## config.mk

```make
export PLATFORM = sky130hd
export DESIGN_NAME = traffic_light_monitor
export DESIGN_NICKNAME = d
export VERILOG_FILES = /design/src/rtl/traffic_light_monitor.sv
export SDC_FILE = /design/constraint.sdc
export NUM_CORES = 1
export LEC_CHECK = 0
export CAP_MARGIN = 20
export CORE_AREA = 3 3 70 72
export CTS_CLUSTER_DIAMETER = 50
export CTS_CLUSTER_SIZE = 10
export DETAILED_ROUTE_END_ITERATION = 8
export DIE_AREA = 0 0 73 75
export PLACE_DENSITY = 0.82
export SETUP_SLACK_MARGIN = 0.05
export SLEW_MARGIN = 10
export SYNTH_ARGS = -nofsm -noshare
export SYNTH_HDL_FRONTEND = slang
export SYNTH_SLANG_ARGS = --single-unit
```

## constraint.sdc

```tcl
create_clock -name clk -period 3.8 [get_ports clk]
set_input_delay 0.57 -clock clk [delete_from_list [all_inputs] [get_ports clk]]
set_output_delay 0.57 -clock clk [all_outputs]
set_load 0.005 [all_outputs]
```

## src/rtl/traffic_light_monitor.sv

```systemverilog
// Traffic light sequence monitor: decodes observed lamps, verifies phase order
// and phase durations, and reports illegal/sequence/timing errors.
module traffic_light_monitor #(
   parameter int GREEN_TIME  = 10,
   parameter int YELLOW_TIME = 3
) (
   input  logic        clk,
   input  logic        rst,
   input  logic        NS_red,
   input  logic        NS_yellow,
   input  logic        NS_green,
   input  logic        EW_red,
   input  logic        EW_yellow,
   input  logic        EW_green,
   output logic [1:0]  phase,
   output logic        locked,
   output logic        err_illegal,
   output logic        err_sequence,
   output logic        err_timing,
   output logic        fault,
   output logic [1:0]  err_code,
   output logic [15:0] cycle_count
);

   localparam logic [1:0] ST_ACQUIRE = 2'd0;
   localparam logic [1:0] ST_TRACK   = 2'd1;
   localparam logic [1:0] ST_FAULT   = 2'd2;

   localparam logic [1:0] CODE_ILLEGAL  = 2'd1;
   localparam logic [1:0] CODE_SEQUENCE = 2'd2;
   localparam logic [1:0] CODE_TIMING   = 2'd3;

   // Expected dwell per phase, one wider than dwell so huge parameters never alias.
   localparam logic [16:0] GREEN_LEN  = 17'(GREEN_TIME + 1);
   localparam logic [16:0] YELLOW_LEN = 17'(YELLOW_TIME + 1);

   logic [1:0]  state;
   logic [15:0] dwell;
   logic        seen;

   logic [5:0]  lamps;
   logic        legal;
   logic [1:0]  dec_phase;
   logic        is_succ;
   logic        changed;
   logic        at_len;

   logic [1:0]  nxt_state;
   logic [15:0] nxt_dwell;
   logic        hit_ill;
   logic        hit_seq;
   logic        hit_tim;
   logic        any_err;
   logic        cnt_inc;

   assign lamps = {NS_red, NS_yellow, NS_green, EW_red, EW_yellow, EW_green};

   // NOTE: every combinational output gets a default first so no latch is inferred.
   always_comb begin
      legal     = 1'b1;
      dec_phase = 2'd0;
      case (lamps)
         6'b001_100: dec_phase = 2'd0;
         6'b010_100: dec_phase = 2'd1;
         6'b100_001: dec_phase = 2'd2;
         6'b100_010: dec_phase = 2'd3;
         default:    legal     = 1'b0;
      endcase
   end

   assign is_succ = (dec_phase == (phase + 2'd1));
   assign changed = seen && (dec_phase != phase);
   // Odd phases are the yellow ones.
   assign at_len  = ({1'b0, dwell} == (phase[0] ? YELLOW_LEN : GREEN_LEN));

   // Illegal masks everything else; sequence and timing are exclusive by branch.
   always_comb begin
      nxt_state = state;
      nxt_dwell = dwell;
      hit_ill   = 1'b0;
      hit_seq   = 1'b0;
      hit_tim   = 1'b0;
      cnt_inc   = 1'b0;
      if (!legal) begin
         hit_ill = 1'b1;
      end else begin
         case (state)
            ST_ACQUIRE: begin
               if (changed) begin
                  if (is_succ) begin
                     nxt_state = ST_TRACK;
                     nxt_dwell = 16'd1;
                  end else begin
                     hit_seq = 1'b1;
                  end
               end
            end
            ST_TRACK: begin
               if (!changed) begin
                  if (at_len) hit_tim = 1'b1;
                  else if (dwell != 16'hFFFF) nxt_dwell = dwell + 16'd1;
               end else if (is_succ) begin
                  if (!at_len) begin
                     hit_tim = 1'b1;
                  end else begin
                     nxt_dwell = 16'd1;
                     cnt_inc   = (phase == 2'd3);
                  end
               end else begin
                  hit_seq = 1'b1;
               end
            end
            default: begin
               // Dwell is meaningless after a fault; order is still checkable.
               if (changed && !is_succ) hit_seq = 1'b1;
            end
         endcase
      end
      any_err = hit_ill | hit_seq | hit_tim;
      if (any_err) nxt_state = ST_FAULT;
   end

   // NOTE: sequential state uses non-blocking assignments so all registers see pre-edge values.
   always_ff @(posedge clk) begin
      if (!rst) begin
         state        <= ST_ACQUIRE;
         dwell        <= 16'd0;
         seen         <= 1'b0;
         phase        <= 2'd0;
         locked       <= 1'b0;
         err_illegal  <= 1'b0;
         err_sequence <= 1'b0;
         err_timing   <= 1'b0;
         fault        <= 1'b0;
         err_code     <= 2'd0;
         cycle_count  <= 16'd0;
      end else begin
         state        <= nxt_state;
         dwell        <= nxt_dwell;
         locked       <= (nxt_state == ST_TRACK);
         err_illegal  <= hit_ill;
         err_sequence <= hit_seq;
         err_timing   <= hit_tim;
         if (legal) begin
            phase <= dec_phase;
            seen  <= 1'b1;
         end
         if (any_err) begin
            fault <= 1'b1;
            if (err_code == 2'd0)
               err_code <= hit_ill ? CODE_ILLEGAL : (hit_seq ? CODE_SEQUENCE : CODE_TIMING);
         end
         if (cnt_inc) cycle_count <= cycle_count + 16'd1;
      end
   end

endmodule

```

==> results of run 1 <==
==> flip-flops by register name, indices dropped and copies added, names as in the netlist, 2 cells and up <==
signal	count
dwell	16
err_code	2
cycle_count	16
phase	2
state	2
==> metal layers <==
layer	track usage (%)	vias up
li1	-	1120
met1	25.5	1003
met2	34.9	57
met3	3.74	8
met4	11.5	0
met5	0	-
==> cell usage in the layout, fill, tap and decap left out, drive strengths merged, types with 2 or more instances in the layout <==
master	netlist	final
nand2	51	51
dfxtp	44	44
clkdlybuf4s50	0	31
nand2b	17	17
nor2	14	14
nand3	12	12
nand4	11	11
nor3	11	11
mux2i	10	10
o22ai	10	10
clkbuf	8	8
o211ai	7	7
xnor2	6	6
a21oi	6	6
o31ai	6	6
or2	6	6
and2	6	6
nor4	6	6
o21ai	6	6
or3	5	5
inv	4	4
a31oi	4	4
nor3b	4	4
and3	3	3
ha	3	3
a21boi	3	3
and4bb	2	2
nor4bb	2	2
nor2b	2	2
o31a	2	2
buf	4	2
==> where the power goes <==
part           internal [mW]  switching, mW
clock                  0.148          0.154
combinational         0.0210         0.0235
sequential             0.464        0.00359
==> critical path: cells and delay by family <==
kind	cells	cell delay, ns
compound gates	3	0.81
simple gates	3	0.81
buf+inv	1	0.50
xor+xnor	1	0.31
==> cell families (layout without fill, tap and decap cells) <==
kind of cell / after synthesis / count (layout) / synth area share, %
DFF: 44 / 44 / 36.8
and+or+nand+nor: 156 / 156 / 35.7
buffers and inverters: 16 / 45 / 2.98
AOI/OAI and AO/OA: 54 / 54 / 16.2
muxes: 10 / 10 / 4.18
xor gates and xnor gates: 7 / 7 / 2.56
adders and majority gates: 3 / 3 / 1.57
==> final timing paths <==
check | start | end | slack, ns | cells after the start
setup reg to reg | dwell[0] | dwell[0] | 1.56 | 8
hold reg to reg | fault | fault | 0.48 | 1
setup / recovery | NS_red | dwell[9] | 0.98 | 8
hold / removal | fault | fault | 0.48 | 1
==> area by class of cell <==
cell class | count | share of cell area (%)
Multi-Input combinational cell | 230 | 51.2
Tap cell | 52 | 2.31
Sequential cell | 44 | 31.3
Inverter | 4 | 0.534
Timing Repair Buffer | 33 | 11.5
Clock buffer | 8 | 3.20
==> impl_metrics.yaml, run 1 <==
outcome:
  outcome: "finished, final reports clean"
sta:
  fin_ws_ns: 0.984
  hold_ws_ns: 0.482
  setup_viol_count_final: 0
  maxSlewHeadroom_pct: 57.4
  period_needed_ns: 2.82
  slew_viol_final: 0
  rsz0062_at_grt: "false"
  finClkSkew_ns: 0.00574
  hold_viol_final: 0
  worstMarginPinSlew_ns: 0.634
  finalCritPeriodShare_pct: 74.1
  fin_tns_setup_ns: 0
  fmax_ghz: 0.355
yosys:
  synth_edf_count: 0
  synth_area_sq_um: 2390
  synth_area_leader_cell: "dfxtp_1"
  synth.area.top_cells: "dfxtp_1, nand2_1, nand2b_1"
  yosysWarnings: 0
  syn_nets: 301
  ys_ff_latch: 44
  async_reset_ff_share_pct: 0
  yosys-top-cells-count: "nand2_1, dfxtp_1, nand2b_1"
  synth_top_area_share_pct: 36.8
  synth_most_common_cell: "nand2_1"
  synth_flop_cell: "dfxtp_1"
  syn_inst: 290
  avgSynthCellArea_sq_um: 8.25
  synth-seq-area-share_pct: 36.8
  synth_cell_types: 56
routing:
  drc: 0
  wl_met3_um: 208
  drt_iter0_markers: 136
  wl_mm: 4.99
  met2_length_mm: 2.35
  maxUsedRoutingLayer: "met4"
  vias: 2188
  firstDrtPassIters: 4
  wl_met1_mm: 2.33
  avgRoutedWirePerCell_um: 13.5
  ant_nets: 0
  viasPerCell: 5.90
cells_and_area:
  regArea_sq_um: 881
  multiInputGateArea_sq_um: 1440
  instances_no_fill: 371
  layout.nets: 329
  syn_to_final_growth_pct: 17.6
  diodes: 0
  final_layout_size_suffix_gt1_share_pct: 6.90
  fillers: 372
  fin_area_sq_um: 2810
  finish.utilization_pct: 64.6
clock_network:
  post_cts.resized_instances: 0
  hold_buffers: 0
  tritoncts: "done"
  clk-insertion-delay-late_ns: 0.30
  cts_setup_buffers: 0
  cts_max_level: 2
  cts-root-buf: "clkbuf_8"
  cts_buffers: 5
  clk_pin_slew_worst_paths_ns: 0.08
  cts.sinks: 44
  clock_path_buffers: 2
grt:
  track_usage_pct: 20.9
  grt_pass1_vias: 2043
  grt_overflow_total: 0
  antenna_found_initial: 0
  grt_first_pass_wirelength_mm: 8.98
  grt_max_degree: 63
power:
  p_per_area_nw_per_um2: 289
  p_leak_nw: 0.932
  irDropWorstVdd_mv: 0.231
  total_power_uw: 814
worst_setup_path:
  critical_path_class: "input pin to register"
  cp_max_fo: 10
  cpPeakStageDelay_ns: 0.50
  cp.required_ns: 4.00
  worst_setup_path_end_kind: "register"
  cp_data_arrival_time_ns: 3.01
  path_cells: "clkdlybuf4s50_1 > nor4bb_1 > o21ai_2 > xnor2_1 > o21a_1 > nor2_1 > and4_1 > a311o_1"
  crit_path_start_kind: "input pin"
  slowest_stage: "clkdlybuf4s50_1"
floorplan:
  die_area_sq_um: 5480
  die_h_um: 75
  num_rows: 24
  ioPinCount: 33
  start_util_pct: 54.9
  coreArea_sq_um: 4350
  die_w_um: 73
hold_path:
  hp-class: "register to register"
place:
  dp_hpwl_mm: 3.67
  pre_cts_ws_ns: 0.680
  port_buffers: 32
  place_inst: 363
  globalplace.congestion: 0.890
  postPlaceCellArea_sq_um: 2720
job:
  drv_cap: 0
Power figures use the tool's default switching activity.
==> run 2, diff against run 1 <==
CORE_AREA = 3 3 71 73   (was 3 3 70 72)
DIE_AREA = 0 0 74 76   (was 0 0 73 75)
PLACE_DENSITY = 0.8   (was 0.82)
clock period = 2.6 ns   (was 3.8 ns; I/O delays follow)
==> run 2 against run 1 <==
  * Global-route usage shrank 1.1 points
  * Cell area increased by 5.4%
  * Clock-buffer cell count shrank 1
==> impl_metrics.yaml, run 2 (synthesis results as in run 1) <==
sta:
  hold_viol_final: 0
  worstMarginPinSlew_ns: 0.476
  maxSlewHeadroom_pct: 68.1
  fmax_ghz: 0.407
  rsz0062_at_grt: "false"
  slew_viol_final: 0
  period_needed_ns: 2.46
  hold_ws_ns: 0.490
  fin_ws_ns: 0.144
  finalCritPeriodShare_pct: 94.5
  setup_viol_count_final: 0
  finClkSkew_ns: 0.00723
worst_setup_path:
  reg2reg_depth: 8
  cp_num_cells: 8
  cp-startpoint: "NS_yellow"
  cp_top_family: "simple AND/OR/NAND/NOR gates"
  r2r_start: "dwell[0]"
  cp.required_ns: 2.84
  slowest_stage: "clkdlybuf4s50_1"
  cp_data_arrival_time_ns: 2.69
  r2r_slack_ns: 0.39
  worstReg2RegEnd: "dwell[9]"
  cpPeakStageDelay_ns: 0.49
  worst_setup_path_end_kind: "register"
  crit_path_start_kind: "input pin"
  cp_num_buf_inv: 1
  critPathCapture: "dwell[15]"
  critical_path_class: "input pin to register"
  path_cells: "clkdlybuf4s50_1 > nor4bb_2 > o21ai_2 > xnor2_1 > o21a_1 > or3b_1 > or3_1 > o211ai_2"
  cp_max_fo: 7
routing:
  avgRoutedWirePerCell_um: 14.0
  drc: 0
  vias: 2270
  ant_nets: 0
  wl_mm: 5.41
  drt_iter0_markers: 141
  viasPerCell: 5.88
  firstDrtPassIters: 4
cells_and_area:
  layout.nets: 345
  final_layout_size_suffix_gt1_share_pct: 12.6
  finish.utilization_pct: 67.2
  multiInputGateArea_sq_um: 1470
  final_common_cell: "nand2_1"
  syn_to_final_growth_pct: 24.0
  reg_top3: "cycle_count x16, dwell x16"
  fillers: 389
  layout_common_cells: "nand2_1, dfxtp_1, clkdlybuf4s50_1"
  regArea_sq_um: 881
  diodes: 0
floorplan:
  start_util_pct: 54.2
  num_rows: 24
  ioPinCount: 33
  die_area_sq_um: 5620
  die_w_um: 74
  die_h_um: 76
  coreArea_sq_um: 4410
power:
  irDropWorstVdd_mv: 0.277
  p_leak_nw: 1.02
  p_per_area_nw_per_um2: 411
place:
  globalplace.congestion: 0.830
  pre_cts_ws_ns: -0.171
  dp_hpwl_mm: 3.94
  port_buffers: 32
clock_network:
  cts_setup_buffers: 0
  cts.sinks: 44
  cts_buffers: 5
  post_cts.resized_instances: 0
  clk_pin_slew_worst_paths_ns: 0.08
  clock_path_buffers: 2
  cts_max_level: 2
  hold_buffers: 0
  clk-insertion-delay-late_ns: 0.30
  tritoncts: "done"
  cts-root-buf: "clkbuf_8"
hold_path:
  hp-start: "cycle_count[13]"
  hp-class: "register to register"
grt:
  grt_pass1_vias: 2078
  track_usage_pct: 19.8
  grt_overflow_total: 0
  grt_max_degree: 34
  grt_first_pass_wirelength_mm: 9.03
  antenna_found_initial: 0
outcome:
  outcome: "finished, final reports clean"
job:
  drv_cap: 0
## run 2: cell count changes in the layout (fill, tap and decap cells not counted)
cell / delta
o31ai_1: -1
o31ai_2: +1
buf_4: +16
a31o_4: +1
clkbuf_1: -2
nor4bb_2: +1
nor4b_1: -1
nor4b_2: +1
clkbuf_8: +1
a31o_2: -1
nor4bb_1: -1
## run 2: tightest hold or removal path: cells and delay by family (launching register included)
kind / cells / cell delay, ns
DFF: 1 / 0.33
muxes: 1 / 0.06
and+or+nand+nor: 1 / 0.06
## run 2: where the power goes
group | total, mW | leakage [nW] | switching [mW] | internal [mW]
combinational | 0.0775 | 0.617 | 0.0386 | 0.0390
clock | 0.459 | 0.0503 | 0.223 | 0.237
sequential | 0.684 | 0.356 | 0.00486 | 0.679
## run 2: final cells by class
type                       count  area share, %
tap                           52           2.19
inverter                       4          0.506
sequential                    44           29.7
clock buffer                   7           3.25
timing repair buffer          49           14.9
multi-input combinational    230           49.4
## run 2: stage by stage
step	std cells	power, mW	instance area (sq um)	TNS (ns)
2_1_floorplan	290	0.735	2390	0
5_1_grt	386	1.28	2970	0
4_1_cts	386	1.23	2940	0
6_report	386	1.22	2970	0
3_3_place_gp	379	0.772	2840	-2.22
3_5_place_dp	379	0.775	2840	-3.35
## run 2: worst min path at each step
stage                 endpoint  slack (ns)  depth (start not counted)
2_1_floorplan           locked        0.43                          1
3_3_place_gp             fault        0.47                          1
3_5_place_dp            locked        0.47                          1
4_1_cts        cycle_count[13]        0.49                          2
5_1_grt               dwell[1]        0.53                          2
6_report       cycle_count[13]        0.49                          2
## run 2: layer usage
layer,global-route usage (%),vias up,share of wire [%]
met2,32.4,69,49
met4,5.43,0,1.2
li1,-,1147,-
met3,4.49,5,5.6
met1,25.7,1049,44
met5,0,-,0
